File: src/rtl/if_fetch_if.sv
// ---------------------------------------------------------------------------
// if_fetch_if : byte-wide read port between the fetch stage and the memory controller
// Rev 1.0
// ---------------------------------------------------------------------------
`default_nettype none

interface if_fetch_if #(
  parameter int ADDR_W = 32
);
  logic              mem_req;
  logic [ADDR_W-1:0] mem_addr;
  logic              mem_valid;
  logic [7:0]        mem_rdata;

  modport master (
    output mem_req,
    output mem_addr,
    input  mem_valid,
    input  mem_rdata
  );

  modport slave (
    input  mem_req,
    input  mem_addr,
    output mem_valid,
    output mem_rdata
  );
endinterface

`default_nettype wire

File: src/rtl/if_fetch.sv
// ---------------------------------------------------------------------------
// if_fetch : instruction fetch with a direct-mapped one-word-per-line I-cache
// Rev 1.0
// ---------------------------------------------------------------------------
`default_nettype none

module if_fetch #(
  parameter int IDX_W  = 6,
  parameter int ADDR_W = 32
) (
  input  wire logic              clk,
  input  wire logic              rst,
  input  wire logic [ADDR_W-1:0] i_pc,
  input  wire logic              i_jump_flag,
  input  wire logic              i_stall_in,
  if_fetch_if.master             bus,
  output logic                   o_stall_req,
  output logic [ADDR_W-1:0]      o_if_pc,
  output logic [31:0]            o_if_inst,
  output logic                   o_if_valid
);

  localparam int LINES = 1 << IDX_W;
  localparam int TAG_W = ADDR_W - IDX_W - 2;

  typedef enum logic [1:0] {
    IDLE = 2'd0,
    MISS = 2'd1,
    RESP = 2'd2
  } state_t;

  state_t              r_state;
  state_t              w_next;

  logic [LINES-1:0]    r_valid;
  logic [TAG_W-1:0]    r_tag  [LINES];
  logic [31:0]         r_data [LINES];

  logic [ADDR_W-1:0]   r_miss_pc;
  logic [1:0]          r_cnt;
  logic [31:0]         r_buf;

  logic [ADDR_W-1:0]   r_if_pc;
  logic [31:0]         r_if_inst;
  logic                r_if_valid;

  logic [IDX_W-1:0]    w_idx;
  logic [TAG_W-1:0]    w_tag;
  logic [IDX_W-1:0]    w_miss_idx;
  logic [TAG_W-1:0]    w_miss_tag;
  logic                w_hit;

  logic                w_start;
  logic                w_take;
  logic                w_fill;
  logic                w_out_hit;
  logic                w_out_resp;
  logic                w_clr_valid;
  logic                w_stall_req;
  logic                w_mem_req;

  assign w_idx      = i_pc[IDX_W+1:2];
  assign w_tag      = i_pc[ADDR_W-1:IDX_W+2];
  assign w_miss_idx = r_miss_pc[IDX_W+1:2];
  assign w_miss_tag = r_miss_pc[ADDR_W-1:IDX_W+2];
  assign w_hit      = r_valid[w_idx] && (r_tag[w_idx] == w_tag);

  always_comb begin
    w_next      = r_state;
    w_start     = 1'b0;
    w_take      = 1'b0;
    w_fill      = 1'b0;
    w_out_hit   = 1'b0;
    w_out_resp  = 1'b0;
    w_clr_valid = 1'b0;
    w_stall_req = 1'b0;
    w_mem_req   = 1'b0;
    case (r_state)
      IDLE: begin
        if (i_jump_flag) begin
          w_clr_valid = 1'b1;
        end else if (!i_stall_in) begin
          if (w_hit) begin
            w_out_hit = 1'b1;
          end else begin
            w_start     = 1'b1;
            w_stall_req = 1'b1;
            w_clr_valid = 1'b1;
            w_next      = MISS;
          end
        end
      end
      MISS: begin
        w_mem_req = 1'b1;
        // A redirect lets the PC load its target instead of being held.
        w_stall_req = !i_jump_flag;
        if (i_jump_flag) begin
          w_clr_valid = 1'b1;
          w_next      = IDLE;
        end else if (bus.mem_valid) begin
          w_take = 1'b1;
          if (r_cnt == 2'd3) begin
            w_fill = 1'b1;
            w_next = RESP;
          end
        end
      end
      RESP: begin
        if (i_jump_flag) begin
          w_clr_valid = 1'b1;
          w_next      = IDLE;
        end else if (!i_stall_in) begin
          w_out_resp = 1'b1;
          w_next     = IDLE;
        end
      end
      default: begin
        w_next = IDLE;
      end
    endcase
  end

  always_ff @(posedge clk or negedge rst) begin
    if (!rst) begin
      r_state    <= IDLE;
      r_valid    <= '0;
      r_miss_pc  <= '0;
      r_cnt      <= 2'd0;
      r_buf      <= 32'd0;
      r_if_pc    <= '0;
      r_if_inst  <= 32'd0;
      r_if_valid <= 1'b0;
    end else begin
      r_state <= w_next;
      if (w_start) begin
        r_miss_pc <= {i_pc[ADDR_W-1:2], 2'b00};
        r_cnt     <= 2'd0;
      end
      if (w_take) begin
        case (r_cnt)
          2'd0:    r_buf[7:0]   <= bus.mem_rdata;
          2'd1:    r_buf[15:8]  <= bus.mem_rdata;
          2'd2:    r_buf[23:16] <= bus.mem_rdata;
          default: r_buf[31:24] <= bus.mem_rdata;
        endcase
        r_cnt <= r_cnt + 2'd1;
      end
      if (w_fill) begin
        r_valid[w_miss_idx] <= 1'b1;
      end
      if (w_clr_valid) begin
        r_if_valid <= 1'b0;
      end
      if (w_out_hit) begin
        r_if_pc    <= i_pc;
        r_if_inst  <= r_data[w_idx];
        r_if_valid <= 1'b1;
      end
      if (w_out_resp) begin
        r_if_pc    <= r_miss_pc;
        r_if_inst  <= r_buf;
        r_if_valid <= 1'b1;
      end
    end
  end

  // Line storage needs no reset: the valid bits alone qualify it.
  always_ff @(posedge clk) begin
    if (w_fill) begin
      r_data[w_miss_idx] <= {bus.mem_rdata, r_buf[23:0]};
      r_tag[w_miss_idx]  <= w_miss_tag;
    end
  end

  assign bus.mem_req  = w_mem_req;
  assign bus.mem_addr = w_mem_req ? (r_miss_pc + {{(ADDR_W-2){1'b0}}, r_cnt}) : '0;
  assign o_stall_req  = rst & w_stall_req;
  assign o_if_pc      = r_if_pc;
  assign o_if_inst    = r_if_inst;
  assign o_if_valid   = r_if_valid;

endmodule

`default_nettype wire

File: src/flat_wrapper.sv
// flat-port wrapper written by rule: the top's interface ports become plain ports
module if_fetch_flat 
#(
  parameter int IDX_W  = 6,
  parameter int ADDR_W = 32
)
  (clk, rst, i_pc, i_jump_flag, i_stall_in, o_stall_req, o_if_pc, o_if_inst, o_if_valid, bus_mem_req, bus_mem_addr, bus_mem_valid, bus_mem_rdata);
  if_fetch_if #(.ADDR_W(ADDR_W)) bus_i ();
  input  wire logic clk;
  input  wire logic rst;
  input  wire logic [ADDR_W-1:0] i_pc;
  input  wire logic i_jump_flag;
  input  wire logic i_stall_in;
  output logic o_stall_req;
  output logic [ADDR_W-1:0] o_if_pc;
  output logic [31:0] o_if_inst;
  output logic o_if_valid;
  output wire logic [$bits(bus_i.mem_req)-1:0] bus_mem_req;
  output wire logic [$bits(bus_i.mem_addr)-1:0] bus_mem_addr;
  input wire logic [$bits(bus_i.mem_valid)-1:0] bus_mem_valid;
  input wire logic [$bits(bus_i.mem_rdata)-1:0] bus_mem_rdata;
  assign bus_mem_req = bus_i.mem_req;
  assign bus_mem_addr = bus_i.mem_addr;
  assign bus_i.mem_valid = bus_mem_valid;
  assign bus_i.mem_rdata = bus_mem_rdata;
  if_fetch #(.IDX_W(IDX_W), .ADDR_W(ADDR_W)) u_core (.clk(clk), .rst(rst), .i_pc(i_pc), .i_jump_flag(i_jump_flag), .i_stall_in(i_stall_in), .bus(bus_i), .o_stall_req(o_stall_req), .o_if_pc(o_if_pc), .o_if_inst(o_if_inst), .o_if_valid(o_if_valid));
endmodule
File: config.mk
export PLATFORM = sky130hd
export DESIGN_NAME = if_fetch_flat
export DESIGN_NICKNAME = d
export VERILOG_FILES = /design/src/rtl/if_fetch_if.sv /design/src/rtl/if_fetch.sv /design/src/flat_wrapper.sv
export SDC_FILE = /design/constraint.sdc
export NUM_CORES = 2
export LEC_CHECK = 0
export CAP_MARGIN = 20
export CORE_MARGIN = 2
export CORE_UTILIZATION = 55
export DETAILED_ROUTE_END_ITERATION = 8
export PLACE_DENSITY = 0.7
export SETUP_SLACK_MARGIN = 0.2
export SYNTH_ARGS = -nofsm -noshare
export SYNTH_HDL_FRONTEND = slang
export SYNTH_SLANG_ARGS = --single-unit
File: constraint.sdc
create_clock -name clk -period 4.7 [get_ports clk]
set_input_delay 0.705 -clock clk [delete_from_list [all_inputs] [get_ports clk]]
set_output_delay 0.705 -clock clk [all_outputs]
set_load 0.02 [all_outputs]
==> flow_summary_export.csv <==
group,metric,value,unit
setup_path,critPathRequiredTime,3.99,ns
placed_design,io_buffers,143,
setup_path,crit_type,"input port to output pin",
logic_synthesis,synth_nets,6457,
detailed_routing,post-route-drc-count,0,
setup_path,r2r_start,"u_core.r_tag[27][16]",
finish,area_growth,16.7,%
die,core,263000,µm²
setup_path,critPathLaunchType,"input port",
setup_path,cpPeakStageDelay,0.43,ns
setup_path,end_kind,"output pin",
min_path,min_path_cells,1,
placed_design,dp.cells,10289,
die,die_x,518,µm
timing,holdWs,0.116,ns
timing,slew_headroom,21.4,%
run_status,status,"finished, violations left",
global_route,grt_pass1_wl,600000,µm
setup_path,r2r-end,"u_core.o_if_pc[18]",
global_route,grt_pass1_vias,74599,
min_path,min_from,"bus_mem_rdata[7]",
timing,fin_crit_sh,103,%
timing,period_minus_slack,4.83,ns
finish,stdcell_count,11029,
logic_synthesis,synth.cell_area,145000,µm²
finish,fin_area,170000,µm²
logic_synthesis,synth_edf_count,3584,
min_path,hold_class,"input port to flop",
setup_path,crit_arrival,4.13,ns
logic_synthesis,ys_ff_latch,3779,
finish,fin_nets,7264,
power,leakage,55.5,nW
clock_network,max-clock-path-buffers,4,
global_route,grt_overflow,0,
clock_network,cts.clk_slew.worst_paths,0.06,ns
timing,hold_violations,0,
timing,fmax,207,MHz
die,die_height,518,µm
global_route,grt_max_degree,148,
finish,drive_above_1_share,32.5,%
detailed_routing,first_iter_violations,13553,
logic_synthesis,syn_inst,6403,
finish,utilization,64.6,%
setup_path,path_cells,"buf_16 -> buf_12 -> buf_4 -> buf_12 -> buf_4 -> mux4_2 -> mux2i_1 -> o22ai_1 -> nor2_1 -> o21ai_1 -> xor2_1 -> nor4_4 -> nand4_4 -> buf_12 -> nand2_4 -> a21boi_4 -> buf_6",
detailed_routing,vias,76839,
power,power_density,468,nW/µm²
logic_synthesis,ys_seq_area_share,77.4,%
setup_path,worstRegToRegCells,15,
clock_network,clock-sinks,3779,
detailed_routing,avgViaCountPerCell,6.97,
placed_design,place_area,156000,µm²
logic_synthesis,yosys_warnings,0,
clock_network,numCtsBuffers,370,
logic_synthesis,synth_area_per_cell,22.7,µm²
timing,rsz0062_at_grt,"yes",
detailed_routing,antenna_left,0,
die,start_util,55.4,%
power,peakVddDrop,0.759,mV
global_route,antenna_found_initial,17,
detailed_routing,first_pass_iters,6,
die,num_rows,188,
min_path,min_to,"u_core.r_data[58][31]",
setup_path,cp_common_cell,"buf_12",
logic_synthesis,async_flop_share,5.16,%
clock_network,cts_tree,"built",
detailed_routing,wire_per_inst,39.9,µm
detailed_routing,drt-total-wl,440000,µm
clock_network,clkLatencyLatePin,0.91,ns
clock_network,h-tree-depth,5,
timing,setup_viol,1,
clock_network,root_buffer,"clkbuf_16",
timing,drv_slew,0,
setup_path,crit_path_max_fanout,20,
timing,fin_skew,0.0466,ns
logic_synthesis,yosysUniqueCellTypes,76,
timing,worst_pin_slew,1.18,ns
global_route,grt.total_usage,32.4,%
placed_design,dp_hpwl,232000,µm
run_status,violations,"negative setup slack",
setup_path,rrSetupSlack,0.25,ns
die,dieArea,268000,µm²
power,fin_total_pwr,79.4,mW
logic_synthesis,ys.flop_type,"edfxtp_1",
run,drv_cap,0,
placed_design,routabilityCongestion,0.840,
timing,layout_setup_ws,-0.131,ns
setup_path,critPathSlowestCell,"nor4_4",
die,io_pins,144,
## logic make-up after synthesis
group                    after synthesis  share of synthesized area [%]
flip-flops                          3779                           77.4
adder cells (fa/ha/maj)                9                         0.0775
multiplexers                        1280                           17.1
buffers and inverters                367                           1.24
AO/OA/AOI/OAI                        405                           2.11
AND/OR/NAND/NOR                      549                           1.95
XOR/XNOR                              14                         0.0844
## cell usage in the layout, fill, tap and decap left out, drive strengths merged, types with 6 or more instances in the layout
cell           count
nand3             59
nand2b            43
inv               24
o22ai             18
clkinv           136
nand4              9
mux2              83
o21a               8
xnor2              7
edfxtp          3584
o21ai             32
nor2b             27
mux2i            238
nor2             111
o221a             42
nor3              10
nand2            121
xor2               7
a221o              8
bufinv            38
clkdlybuf4s50    127
and3               9
or2               68
mux4             959
diode              8
or3               18
a31oi             11
a221oi            19
buf              648
ha                 9
a211oi            21
nor4              13
clkbuf           487
dfrtp            195
a22o               9
a22oi            133
a21oi             53
clkinvlp           6
o211ai            10
and2              40
## where the power goes
part           internal [mW]  switching (mW)
Combinational           2.45            5.56
Sequential              41.1           0.845
Clock                   17.0            12.5
Total                   60.5            18.9
## worst max-delay path: cells and delay by family
kind	cells	cell delay (ns)
AO/OA/AOI/OAI	3	0.36
XOR/XNOR	1	0.25
buffers and inverters	7	1.30
AND/OR/NAND/NOR	4	0.86
multiplexers	2	0.60
## worst max path at each step
stage / startpoint / to / slack [ns] / cells past startpoint
2_1_floorplan: u_core.r_state[1] / u_core.r_data[48][0] / -0.13 / 9
3_3_place_gp: i_pc[2] / o_stall_req / -1.23 / 17
3_5_place_dp: i_pc[2] / o_stall_req / -1.24 / 17
4_1_cts: u_core.r_tag[29][17] / o_stall_req / -0.07 / 14
5_1_grt: i_pc[2] / o_stall_req / -0.19 / 18
6_report: i_pc[4] / o_stall_req / -0.13 / 17
## synthesized netlist by cell type (all sizes together) (10+ instances only)
library cell     n  area, µm²
edfxtp        3584     108000
mux4           959      21600
mux2i          238       2380
buf            231       1290
dfrtp          195       4880
a22oi          133        998
nand2          121        454
clkbuf         118        443
nor2           111        419
mux2            83        935
or2             68        425
nand3           59        295
a21oi           53        265
nand2b          43        269
o221a           42        473
and2            40        250
o21ai           32        164
nor2b           27        169
a211oi          21        158
a221oi          19        173
o22ai           18        113
or3             18        113
inv             16       60.1
nor4            13        106
a31oi           11       68.8
nor3            10       50.1
o211ai          10       75.1
## layout make-up
| cell class | count | area, µm² |
|---|---|---|
| Antenna cell | 8 | 20.0 |
| Clock inverter | 186 | 1900 |
| Tap cell | 3515 | 4400 |
| Clock buffer | 482 | 9950 |
| Timing Repair Buffer | 784 | 8790 |
| Multi-Input combinational cell | 2257 | 31900 |
| Sequential cell | 3779 | 113000 |
| Fill cell | 16828 | 92900 |
| Inverter | 18 | 82.6 |
## metrics by stage
step | setup WS [ns] | TNS (ns)
6_report | -0.131 | -0.131
5_1_grt | -0.188 | -0.188
2_1_floorplan | -0.133 | -150.18
3_3_place_gp | -1.23 | -78.68
3_5_place_dp | -1.24 | -81.03
4_1_cts | -0.0736 | -0.0736
## per-layer routing
layer	wire (µm)	part of all wire, %	vias up	GRT usage, %
li1	-	-	28765	-
met2	208000	47	6131	50.7
met1	154000	35	40762	45.1
met5	32	0.0073	-	0
met3	53800	12	1175	5.97
met4	23800	5.4	6	14.9
## registers in the layout (all words and copies together) (netlist names)
name               flops
u_core.o_if_pc        32
u_core.r_miss_pc      30
u_core.r_data       2048
u_core.r_cnt           2
u_core.o_if_inst      32
u_core.o_if_valid      1
u_core.r_state         2
u_core.r_tag        1536
u_core.r_buf          32
u_core.r_valid        64
## repair_timing
action	in CTS	in global routing
pin swaps	22	15
hold endpoints to repair	14	0
gates cloned	5	5
resized for setup	59	46
setup endpoints to repair	70	23
hold buffers	1	0
setup buffers	10	34
Note: power is estimated with default switching activity, not from simulation.
